## config.mk

```make
export PLATFORM = sky130hd
export DESIGN_NAME = pid_error_history_flat
export DESIGN_NICKNAME = d
export VERILOG_FILES = /design/src/rtl/pid_error_history_if.sv /design/src/rtl/pid_error_history.sv /design/src/flat_wrapper.sv
export SDC_FILE = /design/constraint.sdc
export NUM_CORES = 1
export LEC_CHECK = 0
export ABC_AREA = 0
export BUFFER_PORTS_ARGS = -buffer_cell sky130_fd_sc_hd__clkbuf_2
export CORE_AREA = 2 2 94 96
export DETAILED_ROUTE_END_ITERATION = 12
export DIE_AREA = 0 0 96 98
export PLACE_DENSITY = 0.86
export SLEW_MARGIN = 20
export SYNTH_ARGS = -nofsm -noshare
export SYNTH_HDL_FRONTEND = slang
export SYNTH_SLANG_ARGS = --single-unit
```

## constraint.sdc

```tcl
create_clock -name clk -period 4.3 [get_ports clk]
set_input_delay 0.215 -clock clk [delete_from_list [all_inputs] [get_ports clk]]
set_output_delay 0.215 -clock clk [all_outputs]
set_load 0.01 [all_outputs]
```

## src/rtl/pid_error_history_if.sv

```systemverilog
// Handshake bundle for the PID error-history stage: sample input
// (valid/ready/err) and difference-term output (valid/ready/e/d1/d2/flags).
// The slave modport is the block's view; master is the producer/consumer view.
interface pid_error_history_if #(
  parameter int W = 16
);
  logic                in_valid;
  logic                in_ready;
  logic signed [W-1:0] in_err;
  logic                out_valid;
  logic                out_ready;
  logic signed [W-1:0] out_e;
  logic signed [W-1:0] out_d1;
  logic signed [W-1:0] out_d2;
  logic                out_warm;
  logic                out_sat;

  modport master (
    output in_valid, in_err, out_ready,
    input  in_ready, out_valid, out_e, out_d1, out_d2, out_warm, out_sat
  );

  modport slave (
    input  in_valid, in_err, out_ready,
    output in_ready, out_valid, out_e, out_d1, out_d2, out_warm, out_sat
  );
endinterface

```

## src/rtl/pid_error_history.sv

```systemverilog
// pid_error_history: keeps e[n-1], e[n-2] and emits registered incremental
// PID terms e[n], e[n]-e[n-1], e[n]-2e[n-1]+e[n-2] through a one-entry output
// register. Optional build macro PID_ERR_SATURATE_EN clamps d1/d2 to W bits
// and flags the clip on out_sat; without it d1/d2 wrap and out_sat is 0.
module pid_error_history #(
  parameter int W = 16
) (
  input logic             clk,
  input logic             reset,   // synchronous, active low
  input logic             clear,   // synchronous history flush
  pid_error_history_if.slave bus
);

  localparam int WX = W + 2;

  typedef enum logic [1:0] {
    FILL0 = 2'd0,
    FILL1 = 2'd1,
    RUN   = 2'd2
  } state_t;

  state_t              r_state;
  logic signed [W-1:0] r_h1;
  logic signed [W-1:0] r_h2;
  logic signed [W-1:0] r_e;
  logic signed [W-1:0] r_d1;
  logic signed [W-1:0] r_d2;
  logic                r_valid;
  logic                r_warm;
  logic                r_sat;

  logic                 w_in_ready;
  logic                 w_accept;
  logic signed [WX-1:0] w_ex;
  logic signed [WX-1:0] w_h1x;
  logic signed [WX-1:0] w_h2x;
  logic signed [WX-1:0] w_d1_full;
  logic signed [WX-1:0] w_d2_full;
  logic signed [W-1:0]  w_d1_red;
  logic signed [W-1:0]  w_d2_red;
  logic                 w_sat;

  // A new sample fits whenever the output slot is empty or being drained now.
  assign w_in_ready = reset & ~clear & (~r_valid | bus.out_ready);
  assign w_accept   = bus.in_valid & w_in_ready;

  // Full-precision differences; W+2 bits cannot overflow for any inputs.
  assign w_ex      = {{2{bus.in_err[W-1]}}, bus.in_err};
  assign w_h1x     = {{2{r_h1[W-1]}}, r_h1};
  assign w_h2x     = {{2{r_h2[W-1]}}, r_h2};
  assign w_d1_full = w_ex - w_h1x;
  assign w_d2_full = w_ex - (w_h1x <<< 1) + w_h2x;

`ifdef PID_ERR_SATURATE_EN
  localparam logic signed [WX-1:0] C_MAX = {3'b000, {(W-1){1'b1}}};
  localparam logic signed [WX-1:0] C_MIN = {3'b111, {(W-1){1'b0}}};

  // Returns {clipped, value}: the W-bit clamp of a W+2-bit difference.
  function automatic logic [W:0] sat_reduce(input logic signed [WX-1:0] v);
    logic [W:0] res;
    if (v > C_MAX) begin
      res = {1'b1, C_MAX[W-1:0]};
    end else if (v < C_MIN) begin
      res = {1'b1, C_MIN[W-1:0]};
    end else begin
      res = {1'b0, v[W-1:0]};
    end
    return res;
  endfunction

  logic w_d1_clip;
  logic w_d2_clip;
  assign {w_d1_clip, w_d1_red} = sat_reduce(w_d1_full);
  assign {w_d2_clip, w_d2_red} = sat_reduce(w_d2_full);
  assign w_sat = w_d1_clip | w_d2_clip;
`else
  // Two's-complement wrap: the guard bits are intentionally dropped.
  logic w_unused_hi;
  assign w_d1_red    = w_d1_full[W-1:0];
  assign w_d2_red    = w_d2_full[W-1:0];
  assign w_sat       = 1'b0;
  assign w_unused_hi = ^{w_d1_full[WX-1:W], w_d2_full[WX-1:W]};
`endif

  // History, fill state and output register; reset beats clear beats accept.
  always_ff @(posedge clk) begin
    if (!reset) begin
      r_state <= FILL0;
      r_h1    <= '0;
      r_h2    <= '0;
      r_e     <= '0;
      r_d1    <= '0;
      r_d2    <= '0;
      r_valid <= 1'b0;
      r_warm  <= 1'b0;
      r_sat   <= 1'b0;
    end else if (clear) begin
      // Data registers keep their last values; only the pending flag drops.
      r_state <= FILL0;
      r_h1    <= '0;
      r_h2    <= '0;
      r_valid <= 1'b0;
    end else if (w_accept) begin
      r_e     <= bus.in_err;
      r_d1    <= w_d1_red;
      r_d2    <= w_d2_red;
      r_sat   <= w_sat;
      r_warm  <= (r_state == RUN);
      r_h2    <= r_h1;
      r_h1    <= bus.in_err;
      r_valid <= 1'b1;
      case (r_state)
        FILL0:   r_state <= FILL1;
        FILL1:   r_state <= RUN;
        RUN:     r_state <= RUN;
        default: r_state <= FILL0;
      endcase
    end else if (r_valid && bus.out_ready) begin
      r_valid <= 1'b0;
    end else begin
      r_valid <= r_valid;
    end
  end

  assign bus.in_ready  = w_in_ready;
  assign bus.out_valid = r_valid;
  assign bus.out_e     = r_e;
  assign bus.out_d1    = r_d1;
  assign bus.out_d2    = r_d2;
  assign bus.out_warm  = r_warm;
  assign bus.out_sat   = r_sat;

endmodule
```

## src/flat_wrapper.sv

```systemverilog
// flat-port wrapper written by rule: the top's interface ports become plain ports
module pid_error_history_flat 
#(
  parameter int W = 16
)
  (clk, reset, clear, bus_in_valid, bus_in_err, bus_out_ready, bus_in_ready, bus_out_valid, bus_out_e, bus_out_d1, bus_out_d2, bus_out_warm, bus_out_sat);
  pid_error_history_if #(.W(W)) bus_i ();
  input logic clk;
  input logic reset;
  input logic clear;
  input wire logic [$bits(bus_i.in_valid)-1:0] bus_in_valid;
  input wire logic [$bits(bus_i.in_err)-1:0] bus_in_err;
  input wire logic [$bits(bus_i.out_ready)-1:0] bus_out_ready;
  output wire logic [$bits(bus_i.in_ready)-1:0] bus_in_ready;
  output wire logic [$bits(bus_i.out_valid)-1:0] bus_out_valid;
  output wire logic [$bits(bus_i.out_e)-1:0] bus_out_e;
  output wire logic [$bits(bus_i.out_d1)-1:0] bus_out_d1;
  output wire logic [$bits(bus_i.out_d2)-1:0] bus_out_d2;
  output wire logic [$bits(bus_i.out_warm)-1:0] bus_out_warm;
  output wire logic [$bits(bus_i.out_sat)-1:0] bus_out_sat;
  assign bus_i.in_valid = bus_in_valid;
  assign bus_i.in_err = bus_in_err;
  assign bus_i.out_ready = bus_out_ready;
  assign bus_in_ready = bus_i.in_ready;
  assign bus_out_valid = bus_i.out_valid;
  assign bus_out_e = bus_i.out_e;
  assign bus_out_d1 = bus_i.out_d1;
  assign bus_out_d2 = bus_i.out_d2;
  assign bus_out_warm = bus_i.out_warm;
  assign bus_out_sat = bus_i.out_sat;
  pid_error_history #(.W(W)) u_core (.clk(clk), .reset(reset), .clear(clear), .bus(bus_i));
endmodule
```

* Word-level counts from Yosys, hierarchy flattened
Cells that the tools add are included.
** Word-level totals
- Register bits :: 84
** Cells by class
- Multiplexer cells :: 3
- Bitwise operators :: 7
- Reductions and logical operators :: 6
- Equal/unequal tests :: 2
- Add/sub/neg operators :: 3
** Operators by type and width (number)
- $sub A16 B16 Y16 :: 2
- $add A16 B16 Y16 :: 1
- $pmux W2 S2 :: 1
- $reduce_or A2 Y1 :: 2
- $and A1 B1 Y1 :: 3
- $not A1 Y1 :: 3
- $eq A2 B1 Y1 const B :: 1
- $eq A2 B2 Y1 const B :: 1
- $logic_not A2 Y1 :: 1
- $mux W1 :: 2
- $reduce_and A2 Y1 :: 1
- $reduce_bool A2 Y1 :: 1
- $logic_and A1 B1 Y1 :: 1
- $or A1 B1 Y1 :: 1

* Longest topological paths before layout
Gate-level depths: netlist of run 1.
- Word-level depth :: 5
- Gate-level depth with buffers :: 11
- Mapped depth without buffers :: 10

* Least setup slack after synthesis of run 1
OpenSTA, ideal clock, no wires.
- Kind :: flip-flop to flip-flop
- Start point :: register u_core.r_h2[2]
- End point :: register u_core.r_d2[14] (netlist: u_core.bus.out_d2[14])
- Clock period less this slack :: 2431 ps
- Data arrival time :: 2305 ps
- Library setup time :: 126 ps
- Path slack :: 1869 ps
- Stages on the path, launching flop included :: 11
- Buffers on the path :: 0
- Path through :: dfxtp_1 -> inv_1 -> fa_1 -> inv_1 -> ha_1 -> nor2b_4 -> o31a_4 -> o31a_1 -> a41oi_2 -> xor2_1 -> o21ai_1
** On the way
- Cells in the longest elaborated chain, start to end :: 1
** RTL lines
- start: declaration :: line pid_error_history.sv:24 : logic signed [W-1:0] r_h2;
- start signal: assignment :: line pid_error_history.sv:109 : r_h2 <= r_h1;
- $add A16 B16 Y16 :: line pid_error_history.sv:52 : assign w_d2_full = w_ex - (w_h1x <<< 1) + w_h2x;
- end signal: assignment :: line pid_error_history.sv:106 : r_d2 <= w_d2_red;
- end: declaration :: line pid_error_history.sv:27 : logic signed [W-1:0] r_d2;
Every way passes these cells.
A chain may end at the register's enable or synchronous reset.

* Worst setup path in the final report of run 1
- Start point :: register u_core.r_h2[3]
- End point :: register u_core.r_d2[12] (netlist: u_core.bus.out_d2[12])
The elaborated chain is that of the path after synthesis.

==> results of run 1 <==
state kept, by name (all words and copies together) (netlist names):
name                  count
u_core.r_h1              16
u_core.bus.out_d2        16
u_core.bus.out_e         16
u_core.r_h2              16
u_core.bus.out_valid      1
u_core.bus.out_warm       1
u_core.bus.out_d1        16
u_core.r_state            2
where the power goes:
| part | total [mW] | internal (mW) | leakage, nW | switching [mW] |
|---|---|---|---|---|
| Clock | 0.560 | 0.278 | 0.0942 | 0.282 |
| Sequential | 0.824 | 0.807 | 0.682 | 0.0172 |
| Combinational | 0.362 | 0.145 | 1.57 | 0.217 |
| Total | 1.75 | 1.23 | 2.35 | 0.516 |
worst min path at each step:
stage	start	endpoint
6_report	bus_in_err[0]	u_core.r_h1[0]
5_1_grt	bus_in_err[0]	u_core.r_h1[0]
3_3_place_gp	u_core.bus.out_e[9]	u_core.bus.out_e[9]
4_1_cts	bus_in_err[0]	u_core.r_h1[0]
3_5_place_dp	u_core.bus.out_e[14]	u_core.bus.out_e[14]
2_1_floorplan	bus_in_valid	u_core.bus.out_valid
metrics by stage:
stage | setup slack, ns | util, % | hold slack (ns) | area (sq um) | power, mW
after floorplan | 1.869 | - | 0.3357 | 4878 | 1.100
after global placement | 1.627 | 62.13 | 0.4416 | 5260 | 1.191
after detailed placement | 1.528 | 62.16 | 0.4478 | 5263 | 1.201
after CTS | 1.518 | 64.40 | 0.1290 | 5451 | 1.753
after global routing | 1.394 | 64.40 | 0.1487 | 5451 | 1.829
final | 1.555 | 64.40 | 0.1336 | 5451 | 1.746
synthesized netlist by cell type (2+ instances only):
cell type	instances	area share, %
sky130_fd_sc_hd__or4_1	2	0.31
sky130_fd_sc_hd__a31oi_1	5	0.64
sky130_fd_sc_hd__nand3_1	31	3.2
sky130_fd_sc_hd__nor2b_1	7	0.90
sky130_fd_sc_hd__nor2_1	13	1.0
sky130_fd_sc_hd__clkbuf_1	10	0.77
sky130_fd_sc_hd__o21ai_1	15	1.5
sky130_fd_sc_hd__fa_1	15	6.2
sky130_fd_sc_hd__o21ai_0	27	2.8
sky130_fd_sc_hd__xnor2_1	11	2.0
sky130_fd_sc_hd__buf_2	12	1.2
sky130_fd_sc_hd__nand4_1	4	0.51
sky130_fd_sc_hd__and3_1	2	0.26
sky130_fd_sc_hd__xor2_1	12	2.2
sky130_fd_sc_hd__o21a_1	7	1.1
sky130_fd_sc_hd__inv_1	76	5.8
sky130_fd_sc_hd__a211oi_1	3	0.46
sky130_fd_sc_hd__or3_1	2	0.26
sky130_fd_sc_hd__a21oi_2	3	0.54
sky130_fd_sc_hd__nor3_1	4	0.41
sky130_fd_sc_hd__o211a_1	3	0.62
sky130_fd_sc_hd__o21bai_1	3	0.46
sky130_fd_sc_hd__a21oi_1	41	4.2
sky130_fd_sc_hd__o31a_1	3	0.54
sky130_fd_sc_hd__a21o_1	5	0.77
sky130_fd_sc_hd__buf_1	6	0.46
sky130_fd_sc_hd__a21boi_0	4	0.62
sky130_fd_sc_hd__dfxtp_1	84	34
sky130_fd_sc_hd__ha_1	32	8.2
sky130_fd_sc_hd__o31ai_1	4	0.62
sky130_fd_sc_hd__a21oi_4	2	0.67
sky130_fd_sc_hd__nand2b_1	2	0.26
sky130_fd_sc_hd__a21boi_1	20	3.1
sky130_fd_sc_hd__nand2_1	101	7.8
sky130_fd_sc_hd__and2_1	7	0.90
final cells by class:
class / instances / share of cell area [%]
clock buffer: 10 / 2.525
clock inverter: 4 / 0.9410
inverter: 76 / 5.233
multi-input combinational: 408 / 51.04
sequential: 84 / 30.85
tap: 108 / 2.479
timing repair buffer: 74 / 6.931
routing by layer:
metal  global-route usage, %  share of wire [%]
met5                       0                  0
met2                   39.05                 48
met4                   9.341                1.8
met3                   4.475                5.7
met1                   33.04                 45
cell families (layout without fill, tap and decap cells):
family / Yosys count / count (layout) / synth area share [%]
DFF: 84 / 84 / 34.47
and+or+nand+nor: 180 / 180 / 16.72
adders and majority gates: 47 / 47 / 14.36
buffers and inverters: 106 / 164 / 8.695
AOI/OAI and AO/OA: 157 / 157 / 21.54
other: 1 / 1 / 0.07687
xor gates and xnor gates: 23 / 23 / 4.129
worst reg2reg max path: cells and delay by family (launching register included):
kind	cells	cell delay (ns)
buffers and inverters	2	0.12
adders and majority gates	2	0.84
DFF	1	0.37
and+or+nand+nor	1	0.12
AOI/OAI and AO/OA	5	1.21
==> summary.md, run 1 <==
| Metric | Value |
|---|---|
| Data required, critical path | `4.56 ns` |
| Critical Path Start | `u_core.r_h2[3]` |
| Sequential cell area fraction in the yosys report | `34.47%` |
| Largest fanout on the critical path | `4` |
| Sink Count | `84` |
| Portion of the clock cycle consumed by the worst path in the final layout | `63.84%` |
| Post-Synthesis Cell Area | `4878 sq um` |
| Placed instance count | `750` |
| Net count reported at finish | `721` |
| Tightest Pin Transition | `0.9893 ns` |
| Floorplan die height | `98 microns` |
| Share of layout cells above drive strength 1 | `16.01%` |
| Primary flip-flop cell chosen by synthesis mapping | `sky130_fd_sc_hd__dfxtp_1` |
| Initial Utilization | `57.63%` |
| Crit Reg-Reg Startpoint | `u_core.r_h2[3]` |
| Critical register-to-register path endpoint | `u_core.bus.out_d2[12]` |
| Buffers & Inverters on Critical Path | `2` |
| Hold path cells | `3` |
| Standard cell core area | `8466 sq um` |
| Count of final max-slew check failures | `0` |
| Number of setup violations in the final report | `0` |
| Most used cell along the critical path | `sky130_fd_sc_hd__inv_1` |
| Maximum count of clock buffers along a single path | `2` |
| H-tree level count | `3` |
| Worst clock skew on the final layout | `0.007821 ns` |
| Fill cell instance count of the final layout | `720` |
| Routed wire length per instance | `14.35 microns` |
| Share of flip-flops with an asynchronous set or reset after synthesis | `0%` |
| Yosys synthesis warning count | `0` |
| X dimension of the die | `96 microns` |
| Area enclosed by the die boundary | `9408 sq um` |
| Outcome | `finished, final reports clean` |
| Cells after Synth | `598` |
| Area used by sequential logic in the layout | `1682 sq um` |
| Number of unique standard cell types used by synthesis | `55` |
| All-Layer GR Usage | `24.57%` |
| Vias per std cell | `about 5.4` |
| Final weighted congestion in routability-driven placement | `0.8889` |
| Setup repair after global routing missed its margin | `no` |
| Number of enable flip-flop cells after synthesis | `0` |
| GR Overflow Total | `0` |
| Port buffer count | `71` |
| Via count of the first global-routing pass | `4,038` |
| Antenna violation net count after detailed routing | `0` |
| First-pass GRT wire length | `18,520 microns` |
| Crit path cell chain | `inv_1 > fa_1 > inv_1 > ha_1 > o21a_1 > o31a_4 > o31ai_2 > a2111oi_1 > nor3_1 > o31ai_1` |
| Reg clk slew, reported paths | `0.08 ns` |
| Total negative slack for setup checks | `0 ns` |
| CP startpoint kind | `flop` |
| IO Count | `73` |
| Largest voltage drop on the vdd net | `0.2335 mV` |
| # Post-CTS Setup Buffers | `0` |
| HPWL reported at the end of detailed placement | `7947 microns` |
| Delay of the slowest cell on the worst path | `slightly below 0.6 ns` |
| Number of antenna diodes | `0` |
| Hold Violations, Final | `0` |
| Final critical delay including setup and external delays | `2.745 ns` |
| Post-cts sizing count | `0` |
| Commonest non-fill, non-tap cell in the layout | `sky130_fd_sc_hd__nand2_1` |
| Clock tree from TritonCTS | `done` |
| Top library cells by usage in the layout, fill and taps aside | `sky130_fd_sc_hd__nand2_1, sky130_fd_sc_hd__dfxtp_1, sky130_fd_sc_hd__inv_1` |
| Path category of the worst min-delay check | `in2reg` |
| Number of synthesized register bits | `84` |
| Data arrival, critical path | `~3.0 ns` |
| Family with the most delay on the worst path | `compound AO/OA/AOI/OAI gates` |
| Synth-to-layout area growth | `11.75%` |
| Number of nets in the synthesized netlist | `666` |
| Number of max-capacitance violations reported | `0` |
| Later-pin clock latency in the skew report | `0.35 ns` |
| Worst reg-to-reg setup slack | `1.55 ns` |
| Detailed Route Iter0 Violations | `210` |
| Total wire length after detailed routing | `approximately 11,000 microns` |
| Count of TritonRoute iterations in the first routing pass | `4` |
| Post-Syn Area per Cell | `8.158 sq um` |
| Critical path destination | `u_core.bus.out_d2[12]` |
| Post-CTS Hold Fix Bufs | `0` |
| DRC violation count after routing | `0` |
| Antenna violations before repair | `0` |
| Crit Path Class | `reg2reg` |
| Worst R2R Path Depth | `10` |
| Crit. path cell count | `10` |
| CTS Root Buffer Type | `sky130_fd_sc_hd__clkbuf_8` |
| Reported leakage power | `approximately 2.4 nW` |
| Top achievable clock speed | `0.3643 GHz` |
| Vias post-DR | `4,154` |
| CTS buffer count | `9` |
| Final cell count without fillers | `764` |
| Pin count of the biggest net entering global routing | `82` |
| Total area of multi-input combinational cells | `approximately 2800 sq um` |
| Cell area power density | `320.3 nW/um^2` |
| Slowest library cell on the worst path | `sky130_fd_sc_hd__a2111oi_1` |
| FP Rows | `34` |
| Sort of element at the end of the critical path | `flop` |
| Max_slew headroom | `34.04%` |
Note: power is estimated with default switching activity, not from simulation.
==> run 2: changes to the inputs <==
ABC_AREA = 1   (was 0)
CORE_AREA = 2 2 99 101   (was 2 2 94 96)
DIE_AREA = 0 0 101 103   (was 0 0 96 98)
PLACE_DENSITY = 0.84   (was 0.86)
clock period = 2.6 ns   (was 4.3 ns; I/O delays follow)
==> run 2 against run 1 <==
  * First-iteration DRC count increased by 37%
  * Critical path type unchanged
  * Largest power group unchanged
  * Cell count increased by 29%
  * Fmax increased by 23%
==> summary.md, run 2 <==
| Metric | Value |
|---|---|
| Critical register-to-register path endpoint | `u_core.bus.out_d2[13] (was u_core.bus.out_d2[12])` |
| Cell area power density | `490.3 nW/um^2 (was 320.3 nW/um^2)` |
| Largest voltage drop on the vdd net | `0.2935 mV (was 0.2335 mV)` |
| Commonest non-fill, non-tap cell in the layout | `sky130_fd_sc_hd__nand2_1 (unchanged)` |
| Number of enable flip-flop cells after synthesis | `0 (unchanged)` |
| Later-pin clock latency in the skew report | `0.38 ns (was 0.35 ns)` |
| Worst clock skew on the final layout | `0.01450 ns (was 0.007821 ns)` |
| Relative contribution of sequential cells to total power | `46.2% (was 47.2%)` |
| H-tree level count | `3 (unchanged)` |
| Via count of the first global-routing pass | `4,367 (was 4,038)` |
| Number of setup violations in the final report | `0 (unchanged)` |
| Area enclosed by the die boundary | `10,400 sq um (was 9408 sq um)` |
| Sort of element at the end of the critical path | `flop (unchanged)` |
| # Post-CTS Setup Buffers | `0 (unchanged)` |
| Number of unique standard cell types used by synthesis | `29 (was 55)` |
| Number of antenna diodes | `0 (unchanged)` |
| Portion of the clock cycle consumed by the worst path in the final layout | `86.07% (was 63.84%)` |
| Hold Violations, Final | `0 (unchanged)` |
| Post-synth top area share | `31.53% (was 34.47%)` |
| Hold Startpoint | `bus_in_valid (was bus_in_err[0])` |
| Post-cts sizing count | `0 (unchanged)` |
| Port buffer count | `71 (unchanged)` |
| Count of final max-slew check failures | `0 (unchanged)` |
| Number of nets in the synthesized netlist | `872 (was 666)` |
| CTS buffer count | `9 (unchanged)` |
| Crit Path Class | `reg2reg (unchanged)` |
| Post-CTS Hold Fix Bufs | `0 (unchanged)` |
| Reg clk slew, reported paths | `0.11 ns (was 0.08 ns)` |
| Total wire length after detailed routing | `12,010 microns (was 10,970 microns)` |
| Combinational group share of total power | `22.0% (was 20.7%)` |
| Worst-case hold path end point | `u_core.bus.out_valid (was u_core.r_h1[0])` |
| Pin count of the biggest net entering global routing | `75 (was 82)` |
| Crit Reg-Reg Startpoint | `u_core.r_h2[4] (was u_core.r_h2[3])` |
| Vias post-DR | `4,858 (was 4,154)` |
| Placed instance count | `971 (was 750)` |
| Most instantiated cells after synthesis | `sky130_fd_sc_hd__nand2_1, sky130_fd_sc_hd__inv_1, sky130_fd_sc_hd__dfxtp_1 (was sky130_fd_sc_hd__nand2_1, sky130_fd_sc_hd__dfxtp_1, sky130_fd_sc_hd__inv_1)` |
| Cells after Synth | `804 (was 598)` |
| Setup repair after global routing missed its margin | `no (unchanged)` |
| Data arrival, critical path | `2.52 ns (was 3.00 ns)` |
| Net count reported at finish | `936 (was 721)` |
| Largest fanout on the critical path | `4 (unchanged)` |
| Data required, critical path | `2.88 ns (was 4.56 ns)` |
| Synth-to-layout area growth | `11.66% (was 11.75%)` |
| All-Layer GR Usage | `24.49% (was 24.57%)` |
| Routed wire length per instance | `12.17 microns (was 14.35 microns)` |
| CP startpoint kind | `flop (unchanged)` |
| Ranking of synthesized cells by area | `sky130_fd_sc_hd__dfxtp_1, sky130_fd_sc_hd__nand2_1, sky130_fd_sc_hd__inv_1 (was sky130_fd_sc_hd__dfxtp_1, sky130_fd_sc_hd__ha_1, sky130_fd_sc_hd__nand2_1)` |
| Reported leakage power | `3.226 nW (was 2.351 nW)` |
| Yosys synthesis warning count | `0 (unchanged)` |
| Count of TritonRoute iterations in the first routing pass | `6 (was 4)` |
| Total negative slack for setup checks | `0 ns (unchanged)` |
| Switching share of power | `33.86% (was 29.57%)` |
| Share of layout cells above drive strength 1 | `11.57% (was 16.01%)` |
| X dimension of the die | `101 microns (was 96 microns)` |
| Net switching component of the power | `0.9886 mW (was 0.5163 mW)` |
| Outcome | `finished, final reports clean (unchanged)` |
| Final cell count without fillers | `987 (was 764)` |
| Clock tree from TritonCTS | `done (unchanged)` |
| First-pass GRT wire length | `20,140 microns (was 18,520 microns)` |
| Number of max-capacitance violations reported | `0 (unchanged)` |
| DRC violation count after routing | `0 (unchanged)` |
| Final weighted congestion in routability-driven placement | `0.9293 (was 0.8889)` |
| Maximum count of clock buffers along a single path | `2 (unchanged)` |
| Antenna violation net count after detailed routing | `0 (unchanged)` |
| Standard cell core area | `9459 sq um (was 8466 sq um)` |
| Worst reg-to-reg setup slack | `0.36 ns (was 1.55 ns)` |
| Detailed Route Iter0 Violations | `288 (was 210)` |
| Primary flip-flop cell chosen by synthesis mapping | `sky130_fd_sc_hd__dfxtp_1 (unchanged)` |
| GR Overflow Total | `0 (unchanged)` |
| Post-Synthesis Cell Area | `5334 sq um (was 4878 sq um)` |
| Initial Utilization | `56.39% (was 57.63%)` |
| Post-Syn Area per Cell | `6.634 sq um (was 8.158 sq um)` |
| Most frequently used cell type in the post-synthesis netlist | `sky130_fd_sc_hd__nand2_1 (unchanged)` |
| Vias per std cell | `4.922 (was 5.437)` |
| FP Rows | `36 (was 34)` |
| Overall Power | `2.920 mW (was 1.746 mW)` |
| Area leader, netlist | `sky130_fd_sc_hd__dfxtp_1 (unchanged)` |
| Top library cells by usage in the layout, fill and taps aside | `sky130_fd_sc_hd__nand2_1, sky130_fd_sc_hd__inv_1, sky130_fd_sc_hd__dfxtp_1 (was sky130_fd_sc_hd__nand2_1, sky130_fd_sc_hd__dfxtp_1, sky130_fd_sc_hd__inv_1)` |
| Power share of the clock group | `31.8% (was 32.1%)` |
| Path category of the worst min-delay check | `in2reg (unchanged)` |
| Int Pwr | `1.931 mW (was 1.230 mW)` |
| Max_slew headroom | `55.41% (was 34.04%)` |
| Floorplan die height | `103 microns (was 98 microns)` |
| Sequential cell area fraction in the yosys report | `31.53% (was 34.47%)` |
| Hold path cells | `3 (unchanged)` |
| Sink Count | `84 (unchanged)` |
| Final critical delay including setup and external delays | `2.238 ns (was 2.745 ns)` |
| Top achievable clock speed | `0.4469 GHz (was 0.3643 GHz)` |
| Worst R2R Path Depth | `13 (was 10)` |
| Share of flip-flops with an asynchronous set or reset after synthesis | `0% (unchanged)` |
| CTS Root Buffer Type | `sky130_fd_sc_hd__clkbuf_8 (unchanged)` |
| Tightest Pin Transition | `0.6688 ns (was 0.9893 ns)` |
| HPWL reported at the end of detailed placement | `9259 microns (was 7947 microns)` |
| Antenna violations before repair | `0 (unchanged)` |
| IO Count | `73 (unchanged)` |
| Number of synthesized register bits | `84 (unchanged)` |
run 2: changes by cell type in the layout (fill, tap and decap cells not counted), moves of 14 or more:
cell and delta:
sky130_fd_sc_hd__nor2_1 +14, sky130_fd_sc_hd__nand3_1 +27, sky130_fd_sc_hd__a21boi_1 -20, sky130_fd_sc_hd__o21ai_1 -15, sky130_fd_sc_hd__a21oi_1 +20, sky130_fd_sc_hd__nand2_1 +133
sky130_fd_sc_hd__inv_1 +107
run 2: how the worst max path moves through the flow:
stage	start	slack, ns	end
detailed placement	u_core.r_h2[4]	0.41	u_core.bus.out_d2[13]
global placement	bus_in_err[11]	0.44	u_core.bus.out_d2[13]
floorplan	u_core.r_h2[2]	0.62	u_core.bus.out_d2[15]
finish	u_core.r_h2[4]	0.36	u_core.bus.out_d2[13]
global route	u_core.r_h2[2]	0.15	u_core.bus.out_d2[9]
CTS	u_core.r_h2[4]	0.37	u_core.bus.out_d2[13]
run 2: kinds of logic after synthesis:
group / Yosys count / synth area share (%)
simple gates: 337 / 26.18
compound gates: 114 / 11.92
flops: 84 / 31.53
buf+inv: 210 / 15.37
fa+ha+maj: 47 / 13.14
other cells: 1 / 0.07031
xor+xnor: 11 / 1.806
run 2: power groups by stage:
| stage | clock [mW] | combinational [mW] | sequential (mW) |
|---|---|---|---|
| after detailed placement | 0 | 0.638 | 1.38 |
| after global placement | 0 | 0.630 | 1.38 |
| after CTS | 0.937 | 0.643 | 1.35 |
| final | 0.929 | 0.643 | 1.35 |
| after floorplan | 0 | 0.453 | 1.39 |
| after global routing | 1.00 | 0.739 | 1.35 |
run 2: layout make-up:
type / instances / area (sq um)
clock inverter: 7 / 63.81
sequential: 84 / 1682
inverter: 186 / 698.2
clock buffer: 9 / 123.9
multi-input combinational: 510 / 2833
fill: 904 / 3503
timing repair buffer: 77 / 412.9
tap: 114 / 142.6
run 2: layer usage:
metal  share of wire [%]  GRT usage [%]  routed length, microns
met5                   0              0                       0
met3                 4.6          3.322                     557
met4                 1.4          7.380                     171
met2                  44          39.28                    5229
met1                  50          34.60                    6050
run 2: worst max-delay path, cell delays in order, from the launching register on:
cell	delay, ns
sky130_fd_sc_hd__dfxtp_1	0.32
sky130_fd_sc_hd__inv_1	0.06
sky130_fd_sc_hd__fa_1	0.52
sky130_fd_sc_hd__inv_1	0.05
sky130_fd_sc_hd__ha_1	0.35
sky130_fd_sc_hd__nand2_1	0.11
sky130_fd_sc_hd__nor2_1	0.11
sky130_fd_sc_hd__nand2_1	0.06
sky130_fd_sc_hd__nand3_1	0.18
sky130_fd_sc_hd__nand2_1	0.10
sky130_fd_sc_hd__nand3_1	0.09
sky130_fd_sc_hd__nand3_1	0.09
sky130_fd_sc_hd__nand2_1	0.07
sky130_fd_sc_hd__inv_1	0.03
run 2: per-stage QoR:
step	hold WS [ns]	setup WS, ns	instance area, sq um	util, %
2_1_floorplan	0.2507	0.6182	5334	-
3_3_place_gp	0.3713	0.4425	5768	60.98
3_5_place_dp	0.3926	0.4089	5768	60.98
4_1_cts	0.008039	0.3726	5956	62.96
5_1_grt	0.03180	0.1547	5956	62.96
6_report	0.006008	0.3623	5956	62.96
==> run 3: changes to the inputs <==
==> constraint.sdc (replaced) <==
create_clock -name clk -period 2.6 [get_ports clk]
set_input_delay 0.26 -clock clk [delete_from_list [all_inputs] [get_ports clk]]
set_output_delay 0.26 -clock clk [all_outputs]
set_load 0.01 [all_outputs]
==> run 3 against run 2 <==
  * Design area hardly changed
  * Setup slack worse by 0.048 ns
  * Sequential share of layout area hardly changed
  * Register-to-register slack worse by 0.05 ns
  * Fmax is 2.1% lower
  * Combinational power is 0.8% higher
  * Clock-buffer cell count stayed put
  * Core utilization hardly changed
==> summary.md, run 3 (same netlist as run 2, synthesis figures left out) <==
| Metric | Value |
|---|---|
| Outcome | `finished, final reports clean (unchanged)` |
| Data required, critical path | `2.87 ns (was 2.88 ns)` |
| Total wire length after detailed routing | `11,880 microns (was 12,010 microns)` |
| Port buffer count | `71 (unchanged)` |
| CP startpoint kind | `flop (unchanged)` |
| Antenna violations before repair | `0 (unchanged)` |
| Number of antenna diodes | `0 (unchanged)` |
| Number of setup violations in the final report | `0 (unchanged)` |
| HPWL reported at the end of detailed placement | `9064 microns (was 9259 microns)` |
| Crit Path Class | `reg2reg (unchanged)` |
| Final critical delay including setup and external delays | `2.285 ns (was 2.238 ns)` |
| Reported leakage power | `3.235 nW (was 3.226 nW)` |
| # Post-CTS Setup Buffers | `0 (unchanged)` |
| Net switching component of the power | `0.9785 mW (was 0.9886 mW)` |
| Clock tree from TritonCTS | `done (unchanged)` |
| Hold Startpoint | `bus_in_valid (unchanged)` |
| Vias per std cell | `5.004 (was 4.922)` |
| Crit Reg-Reg Startpoint | `u_core.r_h2[3] (was u_core.r_h2[4])` |
| Fill cell instance count of the final layout | `877 (was 904)` |
| Post-cts sizing count | `0 (unchanged)` |
| Cell area power density | `489.7 nW/um^2 (was 490.3 nW/um^2)` |
| Worst clock skew on the final layout | `0.007048 ns (was 0.01450 ns)` |
| Detailed Route Iter0 Violations | `382 (was 288)` |
| Vias post-DR | `4,939 (was 4,858)` |
| CTS buffer count | `9 (unchanged)` |
| GR Overflow Total | `0 (unchanged)` |
| First-pass GRT wire length | `20,200 microns (was 20,140 microns)` |
| X dimension of the die | `101 microns (unchanged)` |
| Routed wire length per instance | `12.04 microns (was 12.17 microns)` |
| Path category of the worst min-delay check | `in2reg (unchanged)` |
| Data arrival, critical path | `2.56 ns (was 2.52 ns)` |
| Later-pin clock latency in the skew report | `0.37 ns (was 0.38 ns)` |
| Antenna violation net count after detailed routing | `0 (unchanged)` |
| Top achievable clock speed | `0.4376 GHz (was 0.4469 GHz)` |
| Synth-to-layout area growth | `11.68% (was 11.66%)` |
| Floorplan die height | `103 microns (unchanged)` |
| Hold Violations, Final | `0 (unchanged)` |
| Sort of element at the end of the critical path | `flop (unchanged)` |
| Tightest Pin Transition | `0.6651 ns (was 0.6688 ns)` |
| Relative contribution of sequential cells to total power | `46.2% (about the same)` |
| H-tree level count | `3 (unchanged)` |
| Total area of multi-input combinational cells | `2833 sq um (unchanged)` |
| Top library cells by usage in the layout, fill and taps aside | `sky130_fd_sc_hd__nand2_1, sky130_fd_sc_hd__inv_1, sky130_fd_sc_hd__dfxtp_1 (unchanged)` |
| Initial Utilization | `56.39% (unchanged)` |
| Power share of the clock group | `31.6% (was 31.8%)` |
| Setup repair after global routing missed its margin | `no (unchanged)` |
| Worst Hold Slack | `0.1271 ns (was 0.006008 ns)` |
| Share of layout cells above drive strength 1 | `11.57% (unchanged)` |
| Int Pwr | `1.939 mW (was 1.931 mW)` |
| Standard cell core area | `9459 sq um (unchanged)` |
| All-Layer GR Usage | `24.26% (was 24.49%)` |
| Switching share of power | `33.54% (was 33.86%)` |
| Count of final max-slew check failures | `0 (unchanged)` |
| Area used by sequential logic in the layout | `1682 sq um (unchanged)` |
| Number of max-capacitance violations reported | `0 (unchanged)` |
| Largest voltage drop on the vdd net | `0.3309 mV (was 0.2935 mV)` |
| Net count reported at finish | `936 (unchanged)` |
| Portion of the clock cycle consumed by the worst path in the final layout | `87.90% (was 86.07%)` |
| CTS Root Buffer Type | `sky130_fd_sc_hd__clkbuf_8 (unchanged)` |
| Combinational group share of total power | `22.2% (was 22.0%)` |
| Maximum count of clock buffers along a single path | `2 (unchanged)` |
| Sink Count | `84 (unchanged)` |
| Area enclosed by the die boundary | `10,400 sq um (unchanged)` |
| Reg clk slew, reported paths | `0.10 ns (was 0.11 ns)` |
| Pin count of the biggest net entering global routing | `75 (unchanged)` |
| Max_slew headroom | `55.66% (was 55.41%)` |
| Largest fanout on the critical path | `5 (was 4)` |
| FP Rows | `36 (unchanged)` |
| Post-CTS Hold Fix Bufs | `0 (unchanged)` |
| IO Count | `73 (unchanged)` |
| Commonest non-fill, non-tap cell in the layout | `sky130_fd_sc_hd__nand2_1 (unchanged)` |
| DRC violation count after routing | `0 (unchanged)` |
| Count of TritonRoute iterations in the first routing pass | `5 (was 6)` |
| Total negative slack for setup checks | `0 ns (unchanged)` |
| Via count of the first global-routing pass | `4,508 (was 4,367)` |
| Critical Path Start | `u_core.r_h2[3] (was u_core.r_h2[4])` |
| Final weighted congestion in routability-driven placement | `0.9269 (was 0.9293)` |
## run 3: power by group through the flow
stage / combinational (mW) / sequential (mW) / clock (mW)
after CTS: 0.645 / 1.35 / 0.946
after global placement: 0.628 / 1.38 / 0
after detailed placement: 0.638 / 1.38 / 0
final: 0.648 / 1.35 / 0.922
after global routing: 0.746 / 1.35 / 1.00
after floorplan: 0.453 / 1.39 / 0
## run 3: final timing paths
path | to | slack, ns | cells after the start
min | u_core.bus.out_valid | 0.13 | 3
max reg2reg | u_core.bus.out_d2[13] | 0.31 | 13
max | u_core.bus.out_d2[13] | 0.31 | 13
min reg2reg | u_core.bus.out_warm | 0.47 | 2
## run 3: critical path, stage by stage, from the launching register on
cell                      delay (ns)
sky130_fd_sc_hd__dfxtp_1        0.34
sky130_fd_sc_hd__inv_1          0.05
sky130_fd_sc_hd__fa_1           0.52
sky130_fd_sc_hd__inv_1          0.05
sky130_fd_sc_hd__ha_1           0.36
sky130_fd_sc_hd__nand2_1        0.13
sky130_fd_sc_hd__nor2_1         0.13
sky130_fd_sc_hd__nand2_1        0.07
sky130_fd_sc_hd__nand3_1        0.16
sky130_fd_sc_hd__nand2_1        0.10
sky130_fd_sc_hd__nand3_1        0.09
sky130_fd_sc_hd__nand3_1        0.10
sky130_fd_sc_hd__nand2_1        0.07
sky130_fd_sc_hd__inv_1          0.03
## run 3: through the flow
stage	total power [mW]	worst slack, ns	instances	cell area, sq um	util (%)
after floorplan	1.845	0.6182	804	5334	-
after CTS	2.939	0.3051	987	5957	62.98
after detailed placement	2.016	0.2877	971	5768	60.98
after global placement	2.004	0.3033	971	5768	60.98
final	2.917	0.3146	987	5957	62.98
after global routing	3.099	0.08327	987	5957	62.98
## run 3: area by class of cell
type	count	area share, %
Multi-Input combinational cell	510	47.55
Sequential cell	84	28.23
Inverter	186	11.72
Timing Repair Buffer	77	6.931
Tap cell	114	2.394
Clock buffer	9	2.079
Clock inverter	7	1.092
## run 3: per-layer routing
| layer | vias up | global-route usage [%] | part of all wire (%) |
|---|---|---|---|
| met3 | 15 | 4.271 | 6.5 |
| li1 | 2587 | - | - |
| met4 | 0 | 6.133 | 1.3 |
| met1 | 2189 | 33.25 | 47 |
| met5 | - | 0 | 0 |
| met2 | 148 | 40.00 | 45 |
